## src/rtl/nasti_dma_sequencer.sv

```systemverilog
// nasti_dma_sequencer
// Queues DMA descriptors in a small FIFO and feeds them one at a time to a
// data mover. Each job is checked for 8-byte alignment and a non-zero
// length, then started with a single-cycle pulse. The sequencer watches
// the mover's done line for acknowledge and completion, and reports each
// finished job on a valid/ready completion channel.
module nasti_dma_sequencer #(
    parameter int ADDR_WIDTH = 64,
    parameter int DEPTH      = 4
) (
    input  logic                      aclk,
    input  logic                      areset,

    input  logic                      desc_valid,
    output logic                      desc_ready,
    input  logic [ADDR_WIDTH-1:0]     desc_src,
    input  logic [ADDR_WIDTH-1:0]     desc_dest,
    input  logic [ADDR_WIDTH-1:0]     desc_len,
    input  logic [7:0]                desc_mask,
    input  logic [3:0]                desc_tag,

    output logic [ADDR_WIDTH-1:0]     mv_src_addr,
    output logic [ADDR_WIDTH-1:0]     mv_dest_addr,
    output logic [ADDR_WIDTH-1:0]     mv_length,
    output logic [7:0]                mv_mask,
    output logic                      mv_en,
    input  logic                      mv_done,

    output logic                      cpl_valid,
    input  logic                      cpl_ready,
    output logic [3:0]                cpl_tag,
    output logic                      cpl_err,

    output logic                      busy,
    output logic [$clog2(DEPTH):0]    count
);

    localparam int PW = $clog2(DEPTH);
    localparam int CW = PW + 1;
    localparam logic [CW-1:0] DEPTH_C = CW'(DEPTH);

    localparam logic [2:0] S_IDLE      = 3'd0;
    localparam logic [2:0] S_CHECK     = 3'd1;
    localparam logic [2:0] S_ISSUE     = 3'd2;
    localparam logic [2:0] S_WAIT_ACK  = 3'd3;
    localparam logic [2:0] S_WAIT_DONE = 3'd4;
    localparam logic [2:0] S_CPL       = 3'd5;

    // Number of WAIT_ACK cycles with done still high before giving up.
    localparam logic [2:0] ACK_LIMIT = 3'd7;

    // Descriptor storage (data only, no reset needed)
    logic [ADDR_WIDTH-1:0] fifo_src_q  [DEPTH];
    logic [ADDR_WIDTH-1:0] fifo_dest_q [DEPTH];
    logic [ADDR_WIDTH-1:0] fifo_len_q  [DEPTH];
    logic [7:0]            fifo_mask_q [DEPTH];
    logic [3:0]            fifo_tag_q  [DEPTH];

    logic [PW-1:0] wr_ptr_q, rd_ptr_q;
    logic [CW-1:0] count_q;

    logic [2:0] state_q, state_d;
    logic [2:0] timer_q, timer_d;

    logic [ADDR_WIDTH-1:0] job_src_q, job_src_d;
    logic [ADDR_WIDTH-1:0] job_dest_q, job_dest_d;
    logic [ADDR_WIDTH-1:0] job_len_q, job_len_d;
    logic [7:0]            job_mask_q, job_mask_d;
    logic [3:0]            job_tag_q, job_tag_d;

    logic [ADDR_WIDTH-1:0] mv_src_q, mv_src_d;
    logic [ADDR_WIDTH-1:0] mv_dest_q, mv_dest_d;
    logic [ADDR_WIDTH-1:0] mv_len_q, mv_len_d;
    logic [7:0]            mv_mask_q, mv_mask_d;

    logic [3:0] cpl_tag_q, cpl_tag_d;
    logic       cpl_err_q, cpl_err_d;

    logic push;
    logic pop;
    logic job_invalid;

    assign desc_ready = (count_q < DEPTH_C);
    assign push       = desc_valid & desc_ready;
    assign pop        = (state_q == S_IDLE) & (count_q != '0);

    assign job_invalid = (job_len_q == '0)
                       | (job_len_q[2:0]  != 3'b000)
                       | (job_src_q[2:0]  != 3'b000)
                       | (job_dest_q[2:0] != 3'b000);

    // Write accepted descriptors into the slot under the write pointer
    always_ff @(posedge aclk) begin
        if (push) begin
            fifo_src_q[wr_ptr_q]  <= desc_src;
            fifo_dest_q[wr_ptr_q] <= desc_dest;
            fifo_len_q[wr_ptr_q]  <= desc_len;
            fifo_mask_q[wr_ptr_q] <= desc_mask;
            fifo_tag_q[wr_ptr_q]  <= desc_tag;
        end
    end

    // FIFO pointers and occupancy; pointers wrap naturally at DEPTH
    always_ff @(posedge aclk or posedge areset) begin
        if (areset) begin
            wr_ptr_q <= '0;
            rd_ptr_q <= '0;
            count_q  <= '0;
        end else begin
            if (push) begin
                wr_ptr_q <= wr_ptr_q + 1'b1;
            end
            if (pop) begin
                rd_ptr_q <= rd_ptr_q + 1'b1;
            end
            case ({push, pop})
                2'b10:   count_q <= count_q + 1'b1;
                2'b01:   count_q <= count_q - 1'b1;
                default: count_q <= count_q;
            endcase
        end
    end

    // Job sequencing: next state plus the job, mover and completion registers
    always_comb begin
        state_d    = state_q;
        timer_d    = timer_q;
        job_src_d  = job_src_q;
        job_dest_d = job_dest_q;
        job_len_d  = job_len_q;
        job_mask_d = job_mask_q;
        job_tag_d  = job_tag_q;
        mv_src_d   = mv_src_q;
        mv_dest_d  = mv_dest_q;
        mv_len_d   = mv_len_q;
        mv_mask_d  = mv_mask_q;
        cpl_tag_d  = cpl_tag_q;
        cpl_err_d  = cpl_err_q;

        case (state_q)
            S_IDLE: begin
                if (count_q != '0) begin
                    state_d    = S_CHECK;
                    job_src_d  = fifo_src_q[rd_ptr_q];
                    job_dest_d = fifo_dest_q[rd_ptr_q];
                    job_len_d  = fifo_len_q[rd_ptr_q];
                    job_mask_d = fifo_mask_q[rd_ptr_q];
                    job_tag_d  = fifo_tag_q[rd_ptr_q];
                end
            end
            S_CHECK: begin
                if (job_invalid) begin
                    state_d   = S_CPL;
                    cpl_tag_d = job_tag_q;
                    cpl_err_d = 1'b1;
                end else if (mv_done) begin
                    state_d   = S_ISSUE;
                    mv_src_d  = job_src_q;
                    mv_dest_d = job_dest_q;
                    mv_len_d  = job_len_q;
                    mv_mask_d = job_mask_q;
                end
            end
            S_ISSUE: begin
                state_d = S_WAIT_ACK;
                timer_d = '0;
            end
            S_WAIT_ACK: begin
                if (!mv_done) begin
                    state_d = S_WAIT_DONE;
                end else if (timer_q == ACK_LIMIT) begin
                    state_d   = S_CPL;
                    cpl_tag_d = job_tag_q;
                    cpl_err_d = 1'b1;
                end else begin
                    timer_d = timer_q + 1'b1;
                end
            end
            S_WAIT_DONE: begin
                if (mv_done) begin
                    state_d   = S_CPL;
                    cpl_tag_d = job_tag_q;
                    cpl_err_d = 1'b0;
                end
            end
            S_CPL: begin
                if (cpl_ready) begin
                    state_d = S_IDLE;
                end
            end
            default: begin
                state_d = S_IDLE;
            end
        endcase
    end

    // Register the sequencer state; reset discards any job in flight
    always_ff @(posedge aclk or posedge areset) begin
        if (areset) begin
            state_q    <= S_IDLE;
            timer_q    <= '0;
            job_src_q  <= '0;
            job_dest_q <= '0;
            job_len_q  <= '0;
            job_mask_q <= '0;
            job_tag_q  <= '0;
            mv_src_q   <= '0;
            mv_dest_q  <= '0;
            mv_len_q   <= '0;
            mv_mask_q  <= '0;
            cpl_tag_q  <= '0;
            cpl_err_q  <= 1'b0;
        end else begin
            state_q    <= state_d;
            timer_q    <= timer_d;
            job_src_q  <= job_src_d;
            job_dest_q <= job_dest_d;
            job_len_q  <= job_len_d;
            job_mask_q <= job_mask_d;
            job_tag_q  <= job_tag_d;
            mv_src_q   <= mv_src_d;
            mv_dest_q  <= mv_dest_d;
            mv_len_q   <= mv_len_d;
            mv_mask_q  <= mv_mask_d;
            cpl_tag_q  <= cpl_tag_d;
            cpl_err_q  <= cpl_err_d;
        end
    end

    assign mv_src_addr  = mv_src_q;
    assign mv_dest_addr = mv_dest_q;
    assign mv_length    = mv_len_q;
    assign mv_mask      = mv_mask_q;
    assign mv_en        = (state_q == S_ISSUE);

    assign cpl_valid = (state_q == S_CPL);
    assign cpl_tag   = cpl_tag_q;
    assign cpl_err   = cpl_err_q;

    assign busy  = (state_q != S_IDLE) | (count_q != '0);
    assign count = count_q;

endmodule

```

## config.mk

```make
export PLATFORM = sky130hd
export DESIGN_NAME = nasti_dma_sequencer
export DESIGN_NICKNAME = d
export VERILOG_FILES = /design/src/rtl/nasti_dma_sequencer.sv
export SDC_FILE = /design/constraint.sdc
export NUM_CORES = 1
export LEC_CHECK = 0
export BUFFER_PORTS_ARGS = -buffer_cell sky130_fd_sc_hd__buf_2
export CAP_MARGIN = 20
export CORE_MARGIN = 10
export CORE_UTILIZATION = 35
export DETAILED_ROUTE_END_ITERATION = 8
export GPL_ROUTABILITY_DRIVEN = 0
export GPL_TIMING_DRIVEN = 0
export SLEW_MARGIN = 20
export SYNTH_ARGS = -nofsm -noshare
export SYNTH_HDL_FRONTEND = slang
export SYNTH_SLANG_ARGS = --single-unit
```

## constraint.sdc

```tcl
create_clock -name aclk -period 41.9 [get_ports aclk]
set_input_delay 8.38 -clock aclk [delete_from_list [all_inputs] [get_ports aclk]]
set_output_delay 8.38 -clock aclk [all_outputs]
set_load 0.005 [all_outputs]
```

==> reports/results.txt, run 1 <==
Leakage dissipation - 21.14 nW
Commonest cells after routing, fill and taps aside - edfxtp_1, buf_2, dfrtp_1, mux2_2, mux4_2
Drt via density - 4.858
Worst slew pin tran - 1.008 ns
Hold crit path type - flip-flop to flip-flop
Die X - 383.1 um
Worst Path Arrival - 2.19 ns
Maximum vdd drop - 41.18 uV
Largest net degree at the start of global routing - 95
Number of global-route vias before repair - 24,060
Share of cells above drive strength 1 - 46.91%
Critical Path Source - state_q[1]
Final worst path period need - 10.57 ns
# Max-Cap Violations - 0
Unrepaired setup endpoints after global routing - no
CP required - 33.52 ns
Period utilization - 25.23%
Clock Sinks - 1,238
FF+latch count, synth - 1,238
Final setup viols - 0
FF-to-FF Start - state_q[1]
Critical path class - flip-flop to output pin
Hold Crit Start - job_dest_q[59]
Num ports - 421
Mapped Area - 46,150 um2
Worst-Skew Late Latency - 0.79 ns
Cts hold-fix bufs - 0
Mapped Cells - 2,066
Avg WL per Cell - 26.07 um
TritonCTS buffer count - 138
Highest Clock Rate - 94.59 MHz
Detailed placement HPWL - 80,240 um
Fill cell count - 11,390
Pre-CTS WS - 31.00 ns
DR vias - 22,050
Clk_skew - 0.05055 ns
Slew Limit Headroom - 32.80%
Net count after synthesis - 2,283
Final hold vios - 0
Post-CTS setup buffer count - 0
CTS root buffer - clkbuf_16
Initial Util - 35.15%
Core Rows - 133
PD cells - 70.04 nW/um2
Syn avg cell area - 22.34 um2
CP endpoint kind - output pin
Sequential fraction of the synthesis area - 75.98%
Setup tns final - 0 ns
Area growth syn-to-layout - 20.89%
CTS max path bufs - 3
Layout net count - 2,869
Synth Warn # - 0
Setup ws final - 31.33 ns
Core footprint - 131,300 um2
Most common cell after layout, fill and taps aside - edfxtp_1
Die Y - 383.1 um
Antenna Violating Nets Remaining - 0
Die area - 146,800 um2
Grt total ovfl - 0
Drt total wl - 118,300 um
Tot GR Track Use - 16.00%
Initial DRC Count - 1,442
WHS - 0.4871 ns
Outcome - finished, final reports clean
DRC violations left - 0
Post-CTS resize count - 0
Slew Viols, Final - 0
Element type at the critical path start - flip-flop
Initial antenna violation count - 56
Clk slew on worst S/H paths - 0.06 ns
Drt pass-1 iters - 5
H-tree depth - 4
CP max FO - 10
CTS tree - built
Synth cell types - 43
First-pass GRT wire length - 171,400 um
PortBufs - 420
-- worst max-delay path: stages, from the launching register on --
cell and delay (ns):
dfrtp_1 0.33, clkbuf_1 0.57, inv_1 0.16, and3_1 0.22, buf_2 0.13
-- report_power, final --
part	switching [mW]	leakage, nW	internal, mW	total (mW)
logic	0.451	6.10	0.497	0.949
clock network	0.508	2.24	0.694	1.20
registers	0.158	12.8	1.60	1.76
-- Yosys cell counts (all sizes together) --
cell	instances	area [um2]
fa	1	20.02
or4	2	15.01
a21o	2	15.01
edfxtp	816	24500
mux2	395	5124
a31oi	5	31.28
nor2b	12	75.07
a32o	1	10.01
o2111ai	1	8.760
dfrtp	422	10560
buf	43	314.1
nor3	5	25.02
and3	3	18.77
mux2i	1	10.01
a41oi	1	8.760
nand4	3	18.77
and2	5	31.28
nor2	7	26.28
o211ai	8	60.06
mux4	204	4594
o2bb2ai	1	8.760
a31o	1	8.760
clkbuf	55	206.5
nand3	1	5.000
o2111a	1	11.26
nand2	12	45.04
a22o	2	17.52
inv	14	52.55
or3	1	6.260
xnor2	4	35.03
xor2	2	17.52
nor4bb	1	10.01
a21oi	1	5.000
o21ai	5	25.02
ha	7	87.58
a21boi	1	7.510
nand4bb	1	11.26
nor4	14	87.58
nand2b	4	25.02
o21a	1	7.510
-- layer usage --
metal | global-route usage [%] | part of all wire [%]
met1 | 20.18 | 41
met2 | 25.97 | 49
met3 | 5.559 | 7.3
met4 | 4.647 | 2.2
met5 | 0 | 0.27
-- area by class of cell --
| cell class | instances | area, um2 | area share (%) |
|---|---|---|---|
| Clock buffer | 191 | 3862 | 6.923 |
| Multi-Input combinational cell | 716 | 10520 | 18.86 |
| Clock inverter | 66 | 725.7 | 1.301 |
| Buffer | 98 | 533.0 | 0.9554 |
| Timing Repair Buffer | 446 | 2788 | 4.997 |
| Inverter | 14 | 60.06 | 0.1076 |
| Sequential cell | 1238 | 35060 | 62.85 |
| Antenna cell | 15 | 37.54 | 0.06728 |
| Tap cell | 1755 | 2196 | 3.936 |
-- metrics by stage --
stage / cells / power, mW / util (%) / instance area, um2
final: 4539 / 3.907 / 42.49 / 55790
after global routing: 4535 / 4.108 / 42.48 / 55780
after CTS: 4523 / 3.976 / 42.46 / 55740
after detailed placement: 4266 / 2.759 / 38.96 / 51160
after global placement: 4241 / 2.754 / 38.42 / 50450
after floorplan: 2066 / 2.374 / - / 46150
-- state kept, by name (all words and copies together) (netlist names), 2 cells and up --
signal	cells
cpl_tag	4
fifo_len_q	256
fifo_tag_q	16
mv_src_addr	64
state_q	3
rd_ptr_q	2
timer_q	3
job_src_q	64
job_len_q	64
mv_length	64
fifo_mask_q	32
job_dest_q	64
job_mask_q	8
mv_dest_addr	64
fifo_dest_q	256
count	3
wr_ptr_q	2
mv_mask	8
job_tag_q	4
fifo_src_q	256
-- cell families (layout without fill, tap and decap cells) --
kind of cell / count (synthesis) / after routing / share of synthesized area (%)
other: 0 / 15 / 0
buffers and inverters: 112 / 815 / 1.242
and+or+nand+nor: 71 / 71 / 0.8675
muxes: 600 / 600 / 21.08
xor gates and xnor gates: 6 / 6 / 0.1139
DFF: 1238 / 1238 / 75.98
AOI/OAI and AO/OA: 31 / 31 / 0.4880
adders and majority gates: 8 / 8 / 0.2332
-- path summary, 6_finish.rpt --
check,end,slack [ns],depth (start not counted)
setup reg to reg,count[2],37.85,12
hold / removal,mv_dest_addr[59],0.49,1
max in group asynchronous,mv_length[28],32.77,5
min in group asynchronous,job_src_q[46],7.57,2
setup / recovery,cpl_valid,31.33,4
hold reg to reg,mv_dest_addr[59],0.49,1
(Power assumes the default switching activity.)
==> run 2, diff against run 1 <==
- ABC_AREA: unset -> 1
- clock period: 41.9 -> 10.11 ns (I/O delays scaled with it)
==> reports/results.txt, run 2 <==
Cts hold-fix bufs - 0 (unchanged)
Post-CTS setup buffer count - 0 (unchanged)
Outcome - finished, final reports clean (unchanged)
Number of synthesized flops with an enable pin - 816 (unchanged)
CTS tree - built (unchanged)
Post-CTS resize count - 0 (unchanged)
Element type at the critical path start - flip-flop (unchanged)
Clk slew on worst S/H paths - 0.06 ns (about the same)
Initial Util - 35.36% (was 35.15%)
TritonCTS buffer count - 137 (was 138)
Synth top area cells - edfxtp_1, dfrtp_1, o21ai_0 (was edfxtp_1, dfrtp_1, mux4_2)
First-pass GRT wire length - 202,900 um (was 171,400 um)
Core footprint - 132,000 um2 (was 131,300 um2)
Layout net count - 4,574 (was 2,869)
Met1 Resource Use GR - 24.23% (was 20.18%)
Inst Count DP - 5,973 (was 4,266)
Ys async rst share - 34.09% (unchanged)
Detailed placement HPWL - 97,920 um (was 80,240 um)
Share of cells above drive strength 1 - 19.84% (was 46.91%)
Highest Clock Rate - 239.6 MHz
FF-to-FF Start - job_len_q[1] (was state_q[1])
CP required - 8.09 ns (was 33.52 ns)
Drt total wl - 140,300 um (was 118,300 um)
Slew Limit Headroom - 34.45% (was 32.80%)
Yosys top cell by area - edfxtp_1 (unchanged)
Final hold vios - 0 (unchanged)
PortBufs - 420 (unchanged)
Drt via density - 4.913 (was 4.858)
Area growth syn-to-layout - 21.87% (was 20.89%)
Slew Viols, Final - 0 (unchanged)
R2R depth - 8 (was 12)
Met2 Use GR - 28.92% (was 25.97%)
Maximum vdd drop - 186.2 uV (was 41.18 uV)
Final worst path period need - 4.174 ns
Worst Path Arrival - 2.15 ns (was 2.19 ns)
Largest net degree at the start of global routing - 33 (was 95)
Antenna Violating Nets Remaining - 0 (unchanged)
Busiest layer in global routing - met2 (unchanged)
Tot GR Track Use - 18.47% (was 16.00%)
Total power - 16.24 mW (was 3.907 mW)
Final setup viols - 0 (unchanged)
Mapped Area - 46,670 um2 (was 46,150 um2)
PD cells - 285.6 nW/um2 (was 70.04 nW/um2)
Worst slew pin tran - 0.9833 ns (was 1.008 ns)
Initial DRC Count - 2,773 (was 1,442)
Fill cell count - 12,150 (was 11,390)
Num ports - 421 (unchanged)
Die area - 148,300 um2 (was 146,800 um2)
# Max-Cap Violations - 0 (unchanged)
Synth Warn # - 0 (unchanged)
FF+latch count, synth - 1,238 (unchanged)
Avg WL per Cell - 22.46 um (was 26.07 um)
Mapped Cells - 3,736 (was 2,066)
Period utilization - 41.28%
Multi-input logic area - 9696 um2 (was 10,520 um2)
DRC violations left - 0 (unchanged)
Leakage dissipation - 22.46 nW (was 21.14 nW)
CP Capture Point - busy (was cpl_valid)
Sequential fraction of the synthesis area - 75.14% (was 75.98%)
CP max FO - 4 (was 10)
Number of global-route vias before repair - 30,310 (was 24,060)
Core Rows - 133 (unchanged)
Hold crit path type - flip-flop to flip-flop (unchanged)
Most common cell after layout, fill and taps aside - edfxtp_1 (unchanged)
Initial antenna violation count - 70 (was 56)
Reg area - 35,060 um2 (unchanged)
Reg2reg setup slack - 6.83 ns (was 37.85 ns)
Grt met3 use - 5.048% (was 5.559%)
CP endpoint kind - output pin (unchanged)
Commonest cells after routing, fill and taps aside - edfxtp_1, nor2_1, o21ai_0, nand2_1, buf_2 (was edfxtp_1, buf_2, dfrtp_1, mux2_2, mux4_2)
H-tree depth - 4 (unchanged)
CTS root buffer - clkbuf_16 (unchanged)
RR Endpoint - mv_length[56] (was count[2])
Drt pass-1 iters - 5 (unchanged)
Clk_skew - 0.03548 ns (was 0.05055 ns)
Main synth FF type - edfxtp_1 (unchanged)
Net count after synthesis - 3,953 (was 2,283)
Die Y - 385.1 um (was 383.1 um)
Worst-Skew Late Latency - 0.79 ns (about the same)
Setup tns final - 0 ns (unchanged)
CTS max path bufs - 3 (unchanged)
Count leader, synth - edfxtp_1 (unchanged)
Fin cells - 6,248 (was 4,539)
Grt total ovfl - 0 (unchanged)
Most frequent cells after synthesis - edfxtp_1, nor2_1, o21ai_0 (was edfxtp_1, dfrtp_1, mux2_2)
Unrepaired setup endpoints after global routing - no (unchanged)
Top flop regs - fifo_dest_q x256, fifo_len_q x256, fifo_src_q x256 (unchanged)
Die X - 385.1 um (was 383.1 um)
DR vias - 30,700 (was 22,050)
Syn avg cell area - 12.49 um2 (was 22.34 um2)
Clock Sinks - 1,238 (unchanged)
Synth cell types - 31 (was 43)
Critical path class - flip-flop to output pin (unchanged)
Critical Path Source - count[0] (was state_q[1])
Synth top area share - 52.51% (was 53.09%)
-- run 2: cell count changes in the layout (fill, tap and decap cells not counted), sizes merged, moves of 13 or more --
cell    before  now
mux2       395    0
nor2         7  685
nor4        14    1
o21ai        5  669
a31oi        5   74
nand2       12  519
mux4       204    0
inv         25  171
buf        486  617
o22ai        0  131
clkbuf     249  280
-- run 2: cell type report --
cell class	count	share of cell area (%)
diodes	23	0.1012
plain buffers	222	2.330
clock buffers	193	6.666
clock inverters	59	1.100
inverters	163	1.082
multi-input cells	2113	17.05
flip-flops and latches	1238	61.65
well taps	1755	3.861
repair buffers	482	6.156
-- run 2: report_power, final --
part	internal (mW)	switching, mW
clock	2.76	2.11
combinational	1.41	3.17
sequential	6.40	0.393
-- run 2: worst min path at each step --
stage	end	slack [ns]	cells past startpoint	startpoint
after CTS	mv_src_addr[1]	0.47	2	mv_src_addr[1]
after floorplan	mv_dest_addr[3]	0.44	2	job_dest_q[3]
after global placement	mv_src_addr[0]	0.44	2	mv_src_addr[0]
after global routing	mv_src_addr[2]	0.47	2	mv_src_addr[2]
final	mv_src_addr[1]	0.46	2	mv_src_addr[1]
after detailed placement	mv_src_addr[1]	0.45	2	mv_src_addr[1]
-- run 2: cell families after synthesis --
| group | Yosys count | share of synthesized area, % |
|---|---|---|
| flops | 1238 | 75.14 |
| fa+ha+maj | 8 | 0.2306 |
| compound gates | 879 | 10.41 |
| buf+inv | 385 | 4.150 |
| simple gates | 1222 | 9.995 |
| xor+xnor | 4 | 0.07509 |
-- run 2: worst max-delay path, cell delays in order, from the launching register on --
cell,delay (ns)
dfrtp_1,0.42
nor3_2,0.58
nand2_1,0.17
buf_2,0.20
-- run 2: stage by stage --
| stage | setup slack, ns | util (%) | cell area [um2] | hold slack, ns |
|---|---|---|---|---|
| after floorplan | -1.326 | - | 46670 | 0.4426 |
| after global placement | -9.607 | 38.62 | 50970 | 0.4446 |
| after detailed placement | 5.633 | 39.71 | 52400 | 0.4503 |
| after CTS | 5.840 | 43.05 | 56810 | 0.4676 |
| after global routing | 5.789 | 43.08 | 56850 | 0.4725 |
| final | 5.936 | 43.10 | 56870 | 0.4583 |
-- run 2: routing by layer --
layer	part of all wire, %	vias up
met5	0.23	-
met4	3.6	50
met3	7.8	284
met2	46	948
met1	42	15160
li1	-	14260
==> run 3, diff against run 2 <==
- ABC_AREA: 1 -> 0
- clock period: 10.11 -> 3.5 ns (I/O delays scaled with it)
==> reports/results.txt, run 3 (synthesized netlist as in run 1, its figures left out) <==
Core Rows - 133 (unchanged)
CTS tree - built (unchanged)
Gate power share - 24.1% (was 28.2%)
Net Switching - 13.17 mW (was 5.669 mW)
CP max FO - 10 (was 4)
Highest Clock Rate - 302.7 MHz
Hold crit path type - primary input to flip-flop (was flip-flop to flip-flop)
Die Y - 383.1 um (was 385.1 um)
Slew Viols, Final - 0 (unchanged)
Initial Util - 35.15% (was 35.36%)
Busiest layer in global routing - met2 (unchanged)
Most common cell after layout, fill and taps aside - edfxtp_1 (unchanged)
Clk_skew - 0.03132 ns (was 0.03548 ns)
Initial DRC Count - 1,449 (was 2,773)
Final hold vios - 0 (unchanged)
Grt total ovfl - 0 (unchanged)
DRC violations left - 0 (unchanged)
Final worst path period need - 3.303 ns
Tot GR Track Use - 15.92% (was 18.47%)
Clock power share - 30.9% (was 30.0%)
Grt met3 use - 5.217% (was 5.048%)
Element type at the critical path start - flip-flop (unchanged)
CTS max path bufs - 3 (unchanged)
Post-CTS setup buffer count - 0 (unchanged)
Avg WL per Cell - 25.71 um (was 22.46 um)
Worst Path Arrival - 3.94 ns (was 2.15 ns)
Antenna Violating Nets Remaining - 0 (unchanged)
Pre-CTS WS - -0.9842 ns (was 5.633 ns)
Die X - 383.1 um (was 385.1 um)
TritonCTS buffer count - 138 (was 137)
Worst slew pin tran - 0.9775 ns (was 0.9833 ns)
WHS - 0.1442 ns (was 0.4583 ns)
Clock Sinks - 1,238 (unchanged)
Pint - 33.63 mW (was 10.58 mW)
Unrepaired setup endpoints after global routing - no (unchanged)
Die area - 146,800 um2 (was 148,300 um2)
Maximum vdd drop - 546.2 uV (was 186.2 uV)
Outcome - finished, final reports clean (unchanged)
Number of global-route vias before repair - 24,210 (was 30,310)
Initial antenna violation count - 52 (was 70)
DR vias - 22,090 (was 30,700)
Final Util - 42.66% (was 43.10%)
Num ports - 421 (unchanged)
Critical Path Source - job_len_q[23] (was count[0])
CP required - 4.14 ns (was 8.09 ns)
Switching Fraction - 28.13% (was 34.89%)
Sequential power share - 45.0% (was 41.8%)
Top flop regs - fifo_dest_q x256, fifo_len_q x256, fifo_src_q x256 (unchanged)
Hold Crit Start - desc_tag[0] (was mv_src_addr[1])
Detailed placement HPWL - 80,530 um (was 97,920 um)
Met2 Use GR - 25.80% (was 28.92%)
Total power - 46.80 mW (was 16.24 mW)
Setup tns final - 0 ns (unchanged)
H-tree depth - 4 (unchanged)
Worst-Skew Late Latency - 0.77 ns (was 0.79 ns)
Reg2reg setup slack - 0.20 ns (was 6.83 ns)
Largest net degree at the start of global routing - 41 (was 33)
Critical path class - flip-flop to flip-flop (was flip-flop to output pin)
PortBufs - 420 (unchanged)
Clk slew on worst S/H paths - 0.06 ns (about the same)
First-pass GRT wire length - 171,200 um (was 202,900 um)
FF-to-FF Start - job_len_q[23] (was job_len_q[1])
Drt pass-1 iters - 5 (unchanged)
Final setup viols - 0 (unchanged)
Drt via density - 4.859 (was 4.913)
Area growth syn-to-layout - 21.36% (was 21.87%)
Setup ws final - 0.1967 ns (was 5.936 ns)
Core footprint - 131,300 um2 (was 132,000 um2)
CP endpoint kind - flip-flop (was output pin)
CTS root buffer - clkbuf_16 (unchanged)
Leakage dissipation - 21.22 nW (was 22.46 nW)
Drt total wl - 116,900 um (was 140,300 um)
Layout net count - 2,879 (was 4,574)
Period utilization - 94.38%
Met1 Resource Use GR - 20.32% (was 24.23%)
Commonest cells after routing, fill and taps aside - edfxtp_1, buf_2, dfrtp_1, mux2_2, mux4_2 (was edfxtp_1, nor2_1, o21ai_0, nand2_1, buf_2)
# Max-Cap Violations - 0 (unchanged)
PD cells - 835.5 nW/um2 (was 285.6 nW/um2)
Slew Limit Headroom - 34.84% (was 34.45%)
Share of cells above drive strength 1 - 47.21% (was 19.84%)
run 3: final cells by class:
class                      count  area [um2]
sequential                  1238       35060
fill                       11390       75290
buffer                        97       558.0
tap                         1755        2196
clock inverter                73       754.5
clock buffer                 182        3822
inverter                      14       56.30
timing repair buffer         457        2960
multi-input combinational    716       10560
antenna                       15       37.54
run 3: power groups by stage:
stage                     registers, mW  clock network, mW  logic [mW]
after detailed placement           21.4                  0        11.7
after CTS                          21.2               14.8        11.7
after global placement             21.4                  0        11.1
after global routing               21.5               15.5        12.3
after floorplan                    20.6                  0        7.56
final                              21.1               14.4        11.3
run 3: worst paths after layout:
path | endpoint | cells past startpoint
max | mv_dest_addr[48] | 8
min | fifo_tag_q[1][0] | 1
max reg2reg | mv_dest_addr[48] | 8
min reg2reg | mv_src_addr[60] | 1
max in group asynchronous | job_src_q[27] | 8
min in group asynchronous | mv_dest_addr[28] | 3
run 3: critical path, cell delays in order, from the launching register on:
cell	delay (ns)
dfrtp_1	0.43
nor4_1	0.58
nand4_1	0.31
or3_1	0.50
clkbuf_1	0.21
o2111a_1	0.31
buf_6	0.23
buf_6	0.24
mux2_4	0.31
run 3: per-stage QoR:
step | instances | cell area (um2)
finish | 4547 | 56010
global route | 4537 | 55980
CTS | 4532 | 55960
detailed placement | 4277 | 51330
global placement | 4241 | 50460
floorplan | 2066 | 46160
run 3: per-layer routing:
layer	vias to the layer above	wire, um
met1	11770	48480
met2	577	57020
li1	9493	-
met5	-	289
met3	208	8410
met4	46	2716
run 3: repair_timing:
action                                  in CTS  in global routing
hold buffers                                 1                  0
endpoints found under the setup margin     304                100
endpoints found under the hold margin       53                  0
gates resized for setup                     14                  6
